<file path="src/rtl/instr_loader_if.sv">
// Host-side byte stream, memory write port and status/control signals of the instruction loader.
// The master drives the stream and start request; the slave (the loader) drives everything else.
interface instr_loader_if #(
  parameter int unsigned ADDR_WIDTH = 8
);
  logic                  start;
  logic [ADDR_WIDTH-3:0] load_len;
  logic                  in_valid;
  logic [7:0]            in_data;
  logic                  in_ready;
  logic                  wr_en;
  logic [ADDR_WIDTH-1:0] wr_addr;
  logic [31:0]           wr_data;
  logic                  busy;
  logic                  done;
  logic [7:0]            checksum;
  logic                  core_rst;

  modport master (
    output start,
    output load_len,
    output in_valid,
    output in_data,
    input  in_ready,
    input  wr_en,
    input  wr_addr,
    input  wr_data,
    input  busy,
    input  done,
    input  checksum,
    input  core_rst
  );

  modport slave (
    input  start,
    input  load_len,
    input  in_valid,
    input  in_data,
    output in_ready,
    output wr_en,
    output wr_addr,
    output wr_data,
    output busy,
    output done,
    output checksum,
    output core_rst
  );
endinterface

</file>
<file path="src/rtl/instr_loader.sv">
// Packs a little-endian byte stream into 32-bit words and writes them to instruction memory at
// consecutive word addresses, holding the core in reset until the requested word count is written.
module instr_loader #(
  parameter int unsigned ADDR_WIDTH = 8
) (
  input logic           clk,
  input logic           rst,
  instr_loader_if.slave bus
);

  localparam int unsigned LEN_WIDTH = ADDR_WIDTH - 2;

  typedef enum logic [1:0] {
    StIdle,
    StRecv,
    StWrite,
    StDone
  } state_e;

  state_e                state_q;
  logic [LEN_WIDTH-1:0]  len_q;
  logic [LEN_WIDTH-1:0]  word_idx_q;
  logic [1:0]            byte_cnt_q;
  logic [31:0]           word_q;
  logic [7:0]            checksum_q;

  logic                  in_ready_q;
  logic                  wr_en_q;
  logic [ADDR_WIDTH-1:0] wr_addr_q;
  logic [31:0]           wr_data_q;
  logic                  busy_q;
  logic                  done_q;
  logic                  core_rst_q;

  logic [31:0]           word_next;
  logic [LEN_WIDTH-1:0]  word_idx_next;
  logic                  accept;

  assign accept        = bus.in_valid && in_ready_q;
  assign word_idx_next = word_idx_q + 1'b1;

  // Current word with the incoming byte merged into its lane.
  always_comb begin
    word_next = word_q;
    unique case (byte_cnt_q)
      2'd0: word_next[7:0]   = bus.in_data;
      2'd1: word_next[15:8]  = bus.in_data;
      2'd2: word_next[23:16] = bus.in_data;
      2'd3: word_next[31:24] = bus.in_data;
      default: word_next = word_q;
    endcase
  end

  always_ff @(posedge clk or posedge rst) begin
    if (rst) begin
      state_q    <= StIdle;
      len_q      <= '0;
      word_idx_q <= '0;
      byte_cnt_q <= '0;
      word_q     <= '0;
      checksum_q <= '0;
      in_ready_q <= 1'b0;
      wr_en_q    <= 1'b0;
      wr_addr_q  <= '0;
      wr_data_q  <= '0;
      busy_q     <= 1'b0;
      done_q     <= 1'b0;
      core_rst_q <= 1'b1;
    end else begin
      wr_en_q <= 1'b0;
      unique case (state_q)
        StIdle, StDone: begin
          if (bus.start) begin
            len_q      <= bus.load_len;
            word_idx_q <= '0;
            byte_cnt_q <= '0;
            word_q     <= '0;
            checksum_q <= '0;
            if (bus.load_len == '0) begin
              state_q    <= StDone;
              done_q     <= 1'b1;
              core_rst_q <= 1'b0;
              busy_q     <= 1'b0;
              in_ready_q <= 1'b0;
            end else begin
              state_q    <= StRecv;
              done_q     <= 1'b0;
              core_rst_q <= 1'b1;
              busy_q     <= 1'b1;
              in_ready_q <= 1'b1;
            end
          end
        end

        StRecv: begin
          if (accept) begin
            word_q     <= word_next;
            checksum_q <= checksum_q ^ bus.in_data;
            byte_cnt_q <= byte_cnt_q + 2'd1;
            if (byte_cnt_q == 2'd3) begin
              state_q    <= StWrite;
              in_ready_q <= 1'b0;
              wr_en_q    <= 1'b1;
              wr_addr_q  <= {word_idx_q, 2'b00};
              wr_data_q  <= word_next;
            end
          end
        end

        StWrite: begin
          word_idx_q <= word_idx_next;
          if (word_idx_next == len_q) begin
            state_q    <= StDone;
            busy_q     <= 1'b0;
            done_q     <= 1'b1;
            core_rst_q <= 1'b0;
            in_ready_q <= 1'b0;
          end else begin
            state_q    <= StRecv;
            in_ready_q <= 1'b1;
          end
        end

        default: begin
          state_q    <= StIdle;
          in_ready_q <= 1'b0;
          busy_q     <= 1'b0;
        end
      endcase
    end
  end

  assign bus.in_ready = in_ready_q;
  assign bus.wr_en    = wr_en_q;
  assign bus.wr_addr  = wr_addr_q;
  assign bus.wr_data  = wr_data_q;
  assign bus.busy     = busy_q;
  assign bus.done     = done_q;
  assign bus.checksum = checksum_q;
  assign bus.core_rst = core_rst_q;

  // Structural invariants of the write port and status outputs.
  wr_en_single_cycle : assert property (@(posedge clk) disable iff (rst)
    wr_en_q |=> !wr_en_q);
  wr_blocks_stream : assert property (@(posedge clk) disable iff (rst)
    wr_en_q |-> !in_ready_q);
  wr_addr_aligned : assert property (@(posedge clk) disable iff (rst)
    wr_en_q |-> (wr_addr_q[1:0] == 2'b00));
  done_releases_core : assert property (@(posedge clk) disable iff (rst)
    done_q |-> (!core_rst_q && !busy_q));

endmodule

</file>
<file path="src/flat_wrapper.sv">
// flat-port wrapper written by rule: the top's interface ports become plain ports
module instr_loader_flat 
#(
  parameter int unsigned ADDR_WIDTH = 8
)
  (clk, rst, bus_start, bus_load_len, bus_in_valid, bus_in_data, bus_in_ready, bus_wr_en, bus_wr_addr, bus_wr_data, bus_busy, bus_done, bus_checksum, bus_core_rst);
  instr_loader_if #(.ADDR_WIDTH(ADDR_WIDTH)) bus_i ();
  input logic clk;
  input logic rst;
  input wire logic [$bits(bus_i.start)-1:0] bus_start;
  input wire logic [$bits(bus_i.load_len)-1:0] bus_load_len;
  input wire logic [$bits(bus_i.in_valid)-1:0] bus_in_valid;
  input wire logic [$bits(bus_i.in_data)-1:0] bus_in_data;
  output wire logic [$bits(bus_i.in_ready)-1:0] bus_in_ready;
  output wire logic [$bits(bus_i.wr_en)-1:0] bus_wr_en;
  output wire logic [$bits(bus_i.wr_addr)-1:0] bus_wr_addr;
  output wire logic [$bits(bus_i.wr_data)-1:0] bus_wr_data;
  output wire logic [$bits(bus_i.busy)-1:0] bus_busy;
  output wire logic [$bits(bus_i.done)-1:0] bus_done;
  output wire logic [$bits(bus_i.checksum)-1:0] bus_checksum;
  output wire logic [$bits(bus_i.core_rst)-1:0] bus_core_rst;
  assign bus_i.start = bus_start;
  assign bus_i.load_len = bus_load_len;
  assign bus_i.in_valid = bus_in_valid;
  assign bus_i.in_data = bus_in_data;
  assign bus_in_ready = bus_i.in_ready;
  assign bus_wr_en = bus_i.wr_en;
  assign bus_wr_addr = bus_i.wr_addr;
  assign bus_wr_data = bus_i.wr_data;
  assign bus_busy = bus_i.busy;
  assign bus_done = bus_i.done;
  assign bus_checksum = bus_i.checksum;
  assign bus_core_rst = bus_i.core_rst;
  instr_loader #(.ADDR_WIDTH(ADDR_WIDTH)) u_core (.clk(clk), .rst(rst), .bus(bus_i));
endmodule
</file>
<file path="config.mk">
export PLATFORM = sky130hd
export DESIGN_NAME = instr_loader_flat
export DESIGN_NICKNAME = d
export VERILOG_FILES = /design/src/rtl/instr_loader_if.sv /design/src/rtl/instr_loader.sv /design/src/flat_wrapper.sv
export SDC_FILE = /design/constraint.sdc
export NUM_CORES = 1
export LEC_CHECK = 0
export BUFFER_PORTS_ARGS = -buffer_cell sky130_fd_sc_hd__buf_2
export CORE_UTILIZATION = 50
export DETAILED_ROUTE_END_ITERATION = 10
export MAX_ROUTING_LAYER = met4
export PLACE_DENSITY = 0.81
export RECOVER_POWER = 25
export SETUP_SLACK_MARGIN = 0.02
export SLEW_MARGIN = 20
export SYNTH_ARGS = -nofsm -noshare
export SYNTH_HDL_FRONTEND = slang
export SYNTH_SLANG_ARGS = --single-unit
</file>
<file path="constraint.sdc">
create_clock -name clk -period 2.6 [get_ports clk]
set_input_delay 0.13 -clock clk [delete_from_list [all_inputs] [get_ports clk]]
set_output_delay 0.13 -clock clk [all_outputs]
set_load 0.01 [all_outputs]
</file>
==> metrics.md, run 1 <==
| Metric | Value |
|---|---|
| Maxcap violations | 1 |
| Fin cells | 593 |
| WL/cell | 15.5 um |
| #FFs+latches synth | 91 |
| Antenna Cells | 0 |
| Core Util, Final | 57.8% |
| Gr ovfl total | 0 |
| Pre-Repair DR Iteration Count | 4 |
| Logic pwr share | 39.6% |
| Critical Path Slowest Stage Cell | ha_1 |
| CTS Sinks | 91 |
| Die Ht | 93.5 um |
| Worst slack, placed | 383 ps |
| Worst Path Required | 2900 ps |
| Hold Path Class | input port to register |
| Synthesis Warnings | 0 |
| CTS Buf Count | 9 |
| Crit path max-delay family | simple AND/OR/NAND/NOR gates |
| First-pass GRT wire length | 15000 um |
| Hold buffer count at CTS | 1 |
| Post-Syn Area | 0.00419 sq mm |
| Max rail drop VDD | 658 uV |
| Number of fill cells | 734 |
| Fin crit share | 87.3% |
| FMAX | 440 MHz |
| GP Congestion | 0.790 |
| Post-synthesis instance total | 429 |
| Sw frac | 39.0% |
| Endpoint class of the critical path | register |
| EDFF count, synth | 0 |
| Final worst slack | 329 ps |
| CTS tree | yes |
| Die area | 0.00874 sq mm |
| H-tree depth | 3 |
| Area growth syn-to-layout | 12.9% |
| Initial antenna violation count | 0 |
| Failing checks | capacitance limit, slew limit |
| Hold slack | 27.4 ps |
| Cell-internal power | 0.00306 W |
| Seq pwr share | 41.6% |
| Core Box Area | 0.00818 sq mm |
| CTS max path bufs | 2 |
| Layout cells sized above 1 | 15.4% |
| # nets final | 510 |
| Commonest non-fill, non-tap cell in the layout | nand2_1 |
| Detailed Place HPWL | 6310 um |
| IO buf count | 68 |
| Clock Latency Late Sink | 360 ps |
| Setup TNS | 0 ps |
| Placed insts | 577 |
| Outcome | finished, violations left |
| Psw | 0.00196 W |
| RSZ-0062 raised after global routing | false |
| Crit path arrival time | 2570 ps |
| Slew HR | -6.41% |
| Die Width | 93.5 um |
| Largest net degree at the start of global routing | 63 |
| CP Class | register to register |
| Clock network power share | 18.8% |
| Seq/Total Area, Yosys | 54.4% |
| Most frequent cells in the layout | nand2_1 (107), dfrtp_1 (90), o21ai_0 (49), buf_2 (45), clkbuf_1 (24) |
| Critical-path cell list | inv_1, ha_1, nor2_1, a211oi_2, buf_4, nand2_1, nor2_1, a22o_1 |
| Crit path buf inv count | 2 |
| # Post-CTS Setup Buffers | 0 |
| CP Max Fanout | 26 |
| Vias per cell | 5.45 |
| Unique cell type count in the Yosys netlist | 39 |
| Number of global-route vias before repair | 3098 |
| Final hold vios | 0 |
| Post-route ant nets | 0 |
| Static leakage | 2.30 nW |
| Fin crit period | 2270 ps |
| Root Buffer | clkbuf_8 |
| Max-slew violation count | 36 |
| Clk pin slew, worst setup/hold paths | 80 ps |
| Initial Util | 51.2% |
| Via count | 3233 |
| DR DRC count | 0 |
| CP Launch Type | register |
| Worst stage delay on the critical path | 440 ps |
| Synth Flop Type | dfrtp_1 |
| GRT Total Usage | 23.3% |
| Io pins | 71 |
| Pwr Density | 1060 mW/mm^2 |
| Slew @ Worst Pin | 1590 ps |
| Post-Route WL | 9170 um |
| Final setup viols | 0 |
| Final clock skew | 8.69 ps |
| Mean Syn Cell Area | 9.76 sq um |
| Most used cell, CP | nor2_1 |
| Initial drt markers | 215 |
| Row cnt | 33 |
| Async SR Flop Fraction | 100% |
| Gates resized, CTS repair | 0 |
-- through the flow --
step                      area (sq um)  total power [W]
after floorplan                   4190          0.00360
after CTS                         4750          0.00505
after global placement            4550          0.00398
after global routing              4720          0.00536
final                             4720          0.00502
after detailed placement          4550          0.00409
-- routing by layer --
metal  vias to the layer above  GRT usage (%)  part of all wire (%)
met3                        13           4.47                   4.6
met4                         0           8.85                   1.5
met1                      1575           28.5                    43
met2                        95           38.5                    51
li1                       1550              -                     -
met5                         -              -                     0
-- final timing paths --
kind                                             start                     end  slack, ps  cells after the start
worst max-delay path                 u_core.state_q[1]       u_core.word_q[17]        330                      8
worst min-delay path                   bus_load_len[2]         u_core.len_q[2]         30                      2
worst max register to register       u_core.state_q[1]       u_core.word_q[17]        330                      8
worst min register to register  u_core.bus.wr_data[24]  u_core.bus.wr_data[24]        480                      2
max in group asynchronous                          rst        u_core.word_q[5]       1000                      4
min in group asynchronous                          rst  u_core.bus.wr_data[30]        700                      3
-- Yosys cell counts (2+ instances only) --
library cell | instances | area share, %
dfrtp_1 | 90 | 54
o21ai_1 | 3 | 0.36
buf_4 | 5 | 0.90
nor2b_1 | 11 | 1.6
nor3_1 | 3 | 0.36
buf_1 | 3 | 0.27
clkbuf_1 | 18 | 1.6
inv_1 | 9 | 0.81
a31o_2 | 2 | 0.42
a21o_1 | 6 | 1.1
mux2_2 | 7 | 1.9
a31oi_1 | 9 | 1.3
nor2_1 | 16 | 1.4
nand2_1 | 107 | 9.6
xnor2_1 | 5 | 1.0
o21ai_0 | 49 | 5.9
nand3_1 | 8 | 0.96
a22o_1 | 12 | 2.5
ha_1 | 8 | 2.4
mux2i_1 | 17 | 4.1
xor2_1 | 10 | 2.1
a21oi_1 | 12 | 1.4
buf_6 | 3 | 0.81
-- flip-flops by register name (all words and copies together) (netlist names) --
name and cells:
u_core.bus.done 1, u_core.len_q 6, u_core.bus.core_rst 1, u_core.bus.wr_data 32, u_core.word_idx_q 6, u_core.bus.in_ready 1, u_core.bus.wr_en 1, u_core.bus.wr_addr 6
u_core.bus.busy 1, u_core.bus.checksum 8, u_core.byte_cnt_q 2, u_core.state_q 2, u_core.word_q 24
-- worst reg2reg max path: stages, from the launching register on --
cell and delay (ps):
dfrtp_1 390, inv_1 100, ha_1 440, nor2_1 140, a211oi_2 210, buf_4 280
nand2_1 140, nor2_1 310, a22o_1 200
-- final cells by class --
| type | instances | area, sq um | share of cell area (%) |
|---|---|---|---|
| sequential | 91 | 2280 | 48.2 |
| multi-input combinational | 300 | 1720 | 36.5 |
| timing repair buffer | 73 | 364 | 7.71 |
| clock buffer | 11 | 141 | 2.99 |
| tap | 105 | 131 | 2.78 |
| clock inverter | 4 | 51.3 | 1.09 |
| inverter | 9 | 35.0 | 0.742 |
-- power by group through the flow --
| stage | sequential, W | combinational, W | clock (W) |
|---|---|---|---|
| 4_1_cts | 0.00208 | 0.00201 | 0.000954 |
| 3_5_place_dp | 0.00211 | 0.00198 | 0 |
| 5_1_grt | 0.00213 | 0.00221 | 0.00102 |
| 3_3_place_gp | 0.00208 | 0.00189 | 0 |
| 6_report | 0.00209 | 0.00199 | 0.000941 |
| 2_1_floorplan | 0.00214 | 0.00145 | 0 |
-- cell families (layout without fill, tap and decap cells) --
| kind of cell | after synthesis | in the layout | share of synthesized area (%) |
|---|---|---|---|
| multiplexers | 24 | 24 | 5.95 |
| AO/OA/AOI/OAI | 101 | 101 | 14.7 |
| other | 1 | 2 | 0.0896 |
| XOR/XNOR | 15 | 15 | 3.14 |
| buffers and inverters | 39 | 97 | 4.51 |
| adder cells (fa/ha/maj) | 8 | 8 | 2.39 |
| AND/OR/NAND/NOR | 150 | 150 | 14.8 |
| flip-flops | 91 | 91 | 54.4 |
Note: power is estimated with default switching activity, not from simulation.
==> run 2: changes to the inputs <==
--- a/config.mk
+++ b/config.mk
@@ -5,7 +5,7 @@
 export SDC_FILE = /design/constraint.sdc
 export NUM_CORES = 1
 export LEC_CHECK = 0
-export BUFFER_PORTS_ARGS = -buffer_cell sky130_fd_sc_hd__buf_2
+export BUFFER_PORTS_ARGS = -buffer_cell sky130_fd_sc_hd__buf_4
 export CORE_UTILIZATION = 50
 export DETAILED_ROUTE_END_ITERATION = 10
 export MAX_ROUTING_LAYER = met4
==> metrics.md, run 2 (synthesized netlist as in run 1, its figures left out) <==
| Metric | Value |
|---|---|
| Outcome | finished, violations left |
| Failing checks | DRC, capacitance limit, slew limit |
| Die Ht | 93.5 um (unchanged) |
| Maxcap violations | 1 (unchanged) |
| CP Launch Type | register |
| Initial antenna violation count | 0 (unchanged) |
| Pre-Repair DR Iteration Count | 8 (+4) |
| Crit path buf inv count | 2 (unchanged) |
| Row cnt | 33 (unchanged) |
| CTS Buf Count | 9 (unchanged) |
| H-tree depth | 3 (unchanged) |
| Pwr Density | 1060 mW/mm^2 (-0.31%) |
| Seq pwr share | 40.5% (-1.1 points) |
| Fin crit period | 2240 ps (-29.1 ps) |
| Io pins | 71 (unchanged) |
| GRT Total Usage | 23.0% (-0.30 points) |
| WL/cell | 15.4 um (-0.37%) |
| Crit path arrival time | 2550 ps (-20 ps) |
| Logic pwr share | 40.0% (+0.4 points) |
| Max-slew violation count | 40 (+11%) |
| Hold Path Class | input port to register |
| Sw frac | 39.3% (+0.25 points) |
| Critical Path Slowest Stage Cell | ha_1 |
| Most frequent cells in the layout | nand2_1 (107), dfrtp_1 (90), buf_4 (51), o21ai_0 (49), clkbuf_1 (21) |
| # nets final | 514 (+0.78%) |
| Static leakage | 2.34 nW (+1.9%) |
| Gates resized, CTS repair | 0 (unchanged) |
| CP Launch Point | u_core.state_q[1] |
| Endpoint class of the critical path | register |
| CTS max path bufs | 2 (unchanged) |
| Die area | 0.00874 sq mm (unchanged) |
| Final clock skew | 14.5 ps (+5.86 ps) |
| Via count | 3247 (+0.43%) |
| Hold buffer count at CTS | 4 (+3) |
| Number of fill cells | 723 (-1.5%) |
| Worst stage delay on the critical path | 450 ps (about the same) |
| CP Class | register to register |
| DR DRC count | 2 (+2) |
| Storage cell area | 0.00228 sq mm (unchanged) |
| Clk pin slew, worst setup/hold paths | 90 ps (about the same) |
| Vias per cell | 5.43 (-0.41%) |
| CP Max Fanout | 26 (unchanged) |
| First-pass GRT wire length | 15100 um (+0.74%) |
| Max rail drop VDD | 693 uV (+5.3%) |
| Worst slack, placed | 422 ps (+39.2 ps) |
| Die Width | 93.5 um (unchanged) |
| Most used cell, CP | nor2_1 |
| Crit path max-delay family | simple AND/OR/NAND/NOR gates |
| Clock network power share | 19.5% (+0.7 points) |
| Initial Util | 51.2% (unchanged) |
| Number of global-route vias before repair | 3094 (-0.13%) |
| Core Box Area | 0.00818 sq mm (unchanged) |
| Antenna Cells | 0 (unchanged) |
| Worst Hold Launch | bus_load_len[1] |
| Critical-path cell list | inv_1, ha_1, nor2_1, a211oi_2, buf_4, nand2_1, nor2_1, a22o_1 |
| Final setup viols | 0 (unchanged) |
| Core Util, Final | 59.8% (+2.0 points) |
| Worst Path Required | 2900 ps (about the same) |
| Gr ovfl total | 0 (unchanged) |
| Fin crit share | 86.2% (-1.1 points) |
| Final worst slack | 358 ps (+29.1 ps) |
| Area of the multi-input gates | 0.00172 sq mm (unchanged) |
| FMAX | 446 MHz (+1.3%) |
| Final hold vios | 0 (unchanged) |
| Slew @ Worst Pin | 1680 ps (+90.4 ps) |
| Initial drt markers | 196 (-8.8%) |
| Post-route ant nets | 0 (unchanged) |
| Slew HR | -12.5% (-6.1 points) |
| Largest register FFs | 32 (unchanged) |
| IO buf count | 68 (unchanged) |
| Detailed Place HPWL | 6390 um (+1.3%) |
| CTS Sinks | 91 (unchanged) |
| # Post-CTS Setup Buffers | 0 (unchanged) |
| Root Buffer | clkbuf_8 |
| Post-Route WL | 9210 um (+0.47%) |
| Area growth syn-to-layout | 16.7% |
| Largest net degree at the start of global routing | 63 (unchanged) |
| Clock Latency Late Sink | 370 ps (about the same) |
| Worst r2r src | u_core.state_q[1] |
| CTS tree | yes |
| Layout cells sized above 1 | 16.2% (+0.86 points) |
| RSZ-0062 raised after global routing | false |
| Psw | 0.00203 W (+3.8%) |
| Setup TNS | 0 ps (unchanged) |
| Cell-internal power | 0.00314 W (+2.7%) |
| GP Congestion | 0.838 (+6.1%) |
| Commonest non-fill, non-tap cell in the layout | nand2_1 |
-- run 2: cell count changes in the layout (fill, tap and decap cells not counted) --
cell | before | now
buf_12 | 1 | 0
buf_2 | 45 | 0
buf_4 | 3 | 51
clkbuf_1 | 24 | 21
clkbuf_4 | 0 | 1
clkbuf_8 | 10 | 9
clkinv_2 | 1 | 0
clkinvlp_4 | 1 | 2
dlygate4sd3_1 | 1 | 4
inv_6 | 0 | 1
inv_8 | 0 | 2
-- run 2: worst paths after layout --
check                                        end  slack [ps]  cells past startpoint
max in group asynchronous    u_core.bus.core_rst         800                      4
setup / recovery               u_core.word_q[21]         360                      8
setup reg to reg               u_core.word_q[21]         360                      8
hold reg to reg            u_core.bus.wr_addr[2]         490                      2
min in group asynchronous       u_core.word_q[4]         720                      3
hold / removal                   u_core.len_q[1]          20                      2
-- run 2: area by class of cell --
class / count / share of cell area [%]
flip-flops and latches: 91 / 46.6
repair buffers: 77 / 10.4
well taps: 105 / 2.69
inverters: 9 / 0.717
clock buffers: 9 / 2.54
multi-input cells: 300 / 35.3
clock inverters: 7 / 1.74
-- run 2: power by group through the flow --
stage | Clock, W | Sequential (W) | Combinational, W
finish | 0.00101 | 0.00209 | 0.00207
global route | 0.00108 | 0.00214 | 0.00230
CTS | 0.00102 | 0.00209 | 0.00210
detailed placement | 0 | 0.00212 | 0.00208
global placement | 0 | 0.00210 | 0.00200
floorplan | 0 | 0.00214 | 0.00145
-- run 2: metrics by stage --
| step | instance area, sq um | hold slack [ps] | total power, W | cells |
|---|---|---|---|---|
| 3_5_place_dp | 4720 | 250 | 0.00420 | 578 |
| 6_report | 4890 | 17.2 | 0.00517 | 598 |
| 5_1_grt | 4890 | 18.7 | 0.00552 | 598 |
| 3_3_place_gp | 4720 | 236 | 0.00410 | 578 |
| 4_1_cts | 4960 | 5.09 | 0.00522 | 598 |
| 2_1_floorplan | 4190 | 235 | 0.00360 | 430 |
-- run 2: metal layers --
layer / wire length (um) / vias up / global-route usage [%]
met5: 0 / - / -
li1: - / 1561 / -
met1: 4090 / 1588 / 28.9
met4: 141 / 0 / 8.85
met3: 420 / 13 / 4.15
met2: 4560 / 85 / 37.2
